--- src/rtl/mod_updown_counter.sv ---
// mod_updown_counter: parametrised up/down counter with modulus, enable, clear,
// clamping load, wrap or saturate at the limits, terminal count and rollover pulse.
module mod_updown_counter #(
   parameter int               WIDTH    = 8,
   parameter logic [WIDTH-1:0] MAX_VAL  = '1,
   parameter logic             SATURATE = 1'b0,
   parameter logic [WIDTH-1:0] RST_VAL  = '0
) (
   input  logic             clk,
   input  logic             rst,
   input  logic             en,
   input  logic             up_dn,
   input  logic             clear,
   input  logic             load,
   input  logic [WIDTH-1:0] load_val,
   output logic [WIDTH-1:0] count,
   output logic             tc,
   output logic             roll,
   output logic             sat_hit
);
   if (WIDTH < 2 || WIDTH > 32) begin : g_bad_width
      $error("mod_updown_counter: WIDTH must be 2..32");
   end
   if (MAX_VAL == '0) begin : g_bad_max
      $error("mod_updown_counter: MAX_VAL must be at least 1");
   end
   if (RST_VAL > MAX_VAL) begin : g_bad_rst
      $error("mod_updown_counter: RST_VAL exceeds MAX_VAL");
   end

   logic at_lim;

   // at_lim depends only on direction and the register, keeping tc free of load/clear paths
   always_comb at_lim = up_dn ? (count == MAX_VAL) : (count == '0);
   assign tc = en & at_lim;

   always_ff @(posedge clk)
      if (rst || clear) begin
         count   <= RST_VAL;
         roll    <= 1'b0;
         sat_hit <= 1'b0;
      end else if (load) begin
         count <= (load_val > MAX_VAL) ? MAX_VAL : load_val;
         roll  <= 1'b0;
      end else if (en) begin
         roll <= at_lim;
         if (!at_lim) count <= up_dn ? count + 1'b1 : count - 1'b1;
         else if (SATURATE) sat_hit <= 1'b1;
         else count <= up_dn ? '0 : MAX_VAL;
      end else
         roll <= 1'b0;
endmodule

--- config.mk ---
export PLATFORM = sky130hd
export DESIGN_NAME = mod_updown_counter
export DESIGN_NICKNAME = d
export VERILOG_FILES = /design/src/rtl/mod_updown_counter.sv
export SDC_FILE = /design/constraint.sdc
export NUM_CORES = 1
export LEC_CHECK = 0
export CAP_MARGIN = 20
export CORE_AREA = 3 3 46 48
export CTS_CLUSTER_DIAMETER = 200
export DETAILED_ROUTE_END_ITERATION = 6
export DIE_AREA = 0 0 49 51
export PLACE_DENSITY_LB_ADDON = 0.08
export SLEW_MARGIN = 20
export SYNTH_ARGS = -nofsm -noshare
export SYNTH_HDL_FRONTEND = slang
export SYNTH_SLANG_ARGS = --single-unit
--- constraint.sdc ---
create_clock -name clk -period 2.4 [get_ports clk]
set_input_delay 0.6 -clock clk [delete_from_list [all_inputs] [get_ports clk]]
set_output_delay 0.6 -clock clk [all_outputs]
set_load 0.1 [all_outputs]
* Word-level counts from Yosys, hierarchy flattened
Index checks and enable logic that the tools add are counted.
** Word-level totals
- Bits in read-only memories :: 0
- Bits of input ports :: 14
- Memory bits (writable) :: 0
- Latch bits :: 0
- Memories :: 0
- Register bits :: 9
** Operators by class
- Add/subtract/negate cells :: 2
- Equal/unequal tests :: 1
- Divide/modulo/power cells :: 0
- Multiplexer cells :: 7
- Multiply operators :: 0
- Shift-type cells :: 0
- Bitwise gates (word level) :: 2
- $lt $le $gt $ge :: 1
- Reduce and logical (&&, ||, !) cells :: 4
** Operators with widths (number)
- $mux 8 :: 6
- $add 8x1->8 const B :: 1
- $eq 8x8->1 const B :: 1
- $gt 8x8->1 const B :: 1
- $logic_not 8->1 :: 1
- $sub 8x1->8 const B :: 1
- $reduce_or 3->1 :: 1
- $reduce_bool 2->1 :: 1
- $and 1x1->1 :: 1
- $logic_or 1x1->1 :: 1
- $mux 1 :: 1
- $not 1->1 :: 1

* Depth between registers and ports, before layout
- Word-level depth :: 5
- Depth in mapped cells :: 7

* Worst setup path after synthesis
OpenSTA, ideal clock, no wires.
- Path kind :: flip-flop to output port
- Start :: register count[7]
- End :: output port tc
- Setup slack :: -2119 ps
- Buffers on the path :: 1
- Data arrival time :: 3919 ps
- Stages on the path, launching flop included :: 5
- Cells stage by stage :: dfxtp_1 > nand4_1 > or3_1 > buf_2 > a21boi_0
** On the way
- Longest elaborated chain between the ends :: 3
- Elaborated cells between the ends (all ways) :: 4
- Those cells by class :: eq/ne (1); mux (1); bitwise (1); reduce/logical (1)
** RTL lines
- start: declaration :: line 16 : output logic [WIDTH-1:0] count,
- start signal: assignment :: line 43 : count <= (load_val > MAX_VAL) ? MAX_VAL : load_val;
- start signal: assignment :: line 47 : if (!at_lim) count <= up_dn ? count + 1'b1 : count - 1'b1;
- start signal: assignment :: line 49 : else count <= up_dn ? '0 : MAX_VAL;
- $eq 8x8->1 / $logic_not 8->1 (equally long branches) :: line 34 : always_comb at_lim = up_dn ? (count == MAX_VAL) : (count == '0);
- $mux 1 (*) :: line 34
- $and 1x1->1 (*) :: line 35 : assign tc = en & at_lim;
- end: declaration :: line 17 : output logic tc,
Mark *: on every way between the ends. The rest lies on a longest branch, timed or not.

* Final worst setup path
- Start :: input port up_dn
- End :: output port tc
** On the way
- Longest elaborated chain between the ends :: 2
** RTL lines
- start: declaration :: line 12 : input logic up_dn,
- $mux 1 :: line 34
- $and 1x1->1 :: line 35
Every way passes these cells.

==> results.json <==
{
  "status": "finished clean",
  "io_buffers": 23,
  "period_needed_ns": 2.337,
  "synth_flop_cell": "dfxtp_1",
  "setup-violations-final": 0,
  "maxCapViolations": 0,
  "vias": 893,
  "synthesis.nets": 123,
  "syn_avg_cell_area_um2": 7.728,
  "n_antenna_cell": 0,
  "drc": 0,
  "hpwl_um": 1736,
  "drtAntennaViolNets": 0,
  "hold_path_class": "reg -> reg",
  "synthTopCellsByArea": "dfxtp_1, ha_1, nor2_1, a21oi_1, a211oi_1",
  "cp_max_fo": 3,
  "clk_pin_slew_worst_paths_ns": 0.07,
  "multi_input_area_um2": 595.6,
  "cp.arrival_ns": 1.74,
  "yosysWarnings": 0,
  "synth-seq-cells": 9,
  "first_pass_iters": 4,
  "root_buffer": "clkbuf_4",
  "wl_um": 2208,
  "clock_skew_ns": 0.0003505,
  "tns_ns": 0,
  "stdcell_area_mm2": 0.001245,
  "worstPathRequired_ns": 1.80,
  "placed_area_mm2": 0.001201,
  "fmax_ghz": 0.4280,
  "grt_pass1_wl_um": 3732,
  "rsz0062_at_grt": "no",
  "antenna_found_initial": 0,
  "cp-end-kind": "output pin",
  "cts_tree": "done",
  "cp-start-kind": "input port",
  "drt_iter0_drc": 16,
  "die-area_mm2": 0.002499,
  "yosys.area.top_type_share_pct": 22.86,
  "wl_per_cell_um": 13.07,
  "gr-total-overflow": 0,
  "drive_above_1_share_pct": 36.81,
  "slew_viol_final": 0,
  "ys_types": 39,
  "grt_max_degree": 14,
  "fill_cells": 151,
  "fin_ws_ns": 0.06330,
  "synth_edf_count": 0,
  "gp_congestion": 0.8193,
  "coreArea_mm2": 0.001745,
  "synthMostInstantiatedCell": "nor2_1",
  "clk_latency_ns": 0.27,
  "grt_pass1_vias": 852,
  "track_usage_pct": 19.33,
  "cts_buffer_depth": 2,
  "nNetsFinal": 166,
  "io_pins": 25,
  "async_flop_share_pct": 0,
  "pre_cts_slack_ns": -0.4070,
  "htree_num_levels": 1,
  "p_leak_nw": 0.5610,
  "synth_top_cell_by_area": "dfxtp_1",
  "cts_made_buffers": 3,
  "yosysSeqAreaShare_pct": 22.86,
  "die_w_um": 49,
  "synth_area_um2": 788.3,
  "viasPerCell": 5.284,
  "regArea_um2": 210.2,
  "irDropWorstVdd_mv": 0.3189,
  "synthCells": 102,
  "critPathKind": "in -> out",
  "rows": 15,
  "holdWs_ns": 0.6165,
  "synth_commonest_cells": "nor2_1, a21oi_1, dfxtp_1",
  "powerDensity_mw_per_mm2": 438.1,
  "chipHeight_um": 51,
  "start_util_pct": 45.16,
  "clkSinkCount": 9,
  "hold_violations": 0,
  "min_period_over_period_pct": 97.36,
  "syn_to_final_growth_pct": 57.94,
  "cts_hold_buf": 0
}
-- routing by layer --
metal  up-vias  part of all wire [%]  track usage (%)
met3         6                   5.3            4.665
met2        27                    48            33.94
met1       400                    44            22.61
met4         0                   2.3            7.583
met5         -                     0                0
li1        460                     -                -
-- flip-flops by register name (all words and copies together), names as in the netlist --
signal and cells:
roll 1, count 8
-- worst paths after layout --
kind	slack (ns)	depth (start not counted)	endpoint	from
worst max-delay path	0.06	6	tc	up_dn
worst min-delay path	0.62	2	count[1]	count[1]
worst max register to register	0.48	6	count[6]	count[0]
worst min register to register	0.62	2	count[1]	count[1]
-- logic make-up (layout without fill, tap and decap cells) --
| logic type | after synthesis | in the layout | share of synthesized area [%] |
|---|---|---|---|
| adders and majority gates | 7 | 7 | 12.06 |
| AOI/OAI and AO/OA | 32 | 32 | 28.25 |
| xor gates and xnor gates | 5 | 5 | 5.555 |
| buffers and inverters | 7 | 49 | 3.967 |
| and+or+nand+nor | 39 | 39 | 23.65 |
| muxes | 2 | 2 | 3.174 |
| other | 1 | 1 | 0.4757 |
| DFF | 9 | 9 | 22.86 |
-- repair_timing --
action | in CTS | in global routing
setup buffers | 0 | 1
pin swaps | 2 | 2
endpoints found under the setup margin | 3 | 3
gates resized for setup | 3 | 2
-- final cells by class --
| cell class | instances | area share (%) |
|---|---|---|
| clock buffer | 4 | 2.111 |
| inverter | 1 | 0.3015 |
| multi-input combinational | 86 | 47.84 |
| sequential | 9 | 16.88 |
| tap | 25 | 2.513 |
| timing repair buffer | 44 | 30.35 |
-- critical path, cell delays in order --
cell,delay (ns)
dlygate4sd2_1,0.24
buf_6,0.12
nand2_1,0.05
or3_4,0.35
a21boi_4,0.17
buf_12,0.19
-- power breakdown --
part           internal [mW]  leakage, nW  total, mW  switching, mW
Clock                 0.0643       0.0150      0.125         0.0604
Combinational          0.109        0.467      0.256          0.147
Sequential             0.153       0.0793      0.165         0.0114
Total                  0.326        0.561      0.545          0.219
-- stage by stage --
stage                     util [%]  power [mW]  cells
final                        71.33      0.5454    169
after global routing         71.33      0.5821    169
after CTS                    70.75      0.5444    168
after detailed placement     68.82      0.4190    164
after global placement       68.82      0.4146    164
after floorplan                  -      0.3309    102
-- cells in the final DEF, fill, tap and decap left out, types with 2 or more instances in the layout --
| master | count |
|---|---|
| clkdlybuf4s50_1 | 12 |
| o21ai_0 | 5 |
| nand3_1 | 3 |
| nor3b_1 | 2 |
| ha_1 | 6 |
| a21oi_1 | 10 |
| buf_4 | 29 |
| a211oi_1 | 5 |
| a21o_1 | 2 |
| clkbuf_4 | 3 |
| nand4_1 | 3 |
| nor2_1 | 18 |
| nand2_1 | 5 |
| dfxtp_4 | 8 |
| xnor2_1 | 4 |
(Power assumes the default switching activity.)
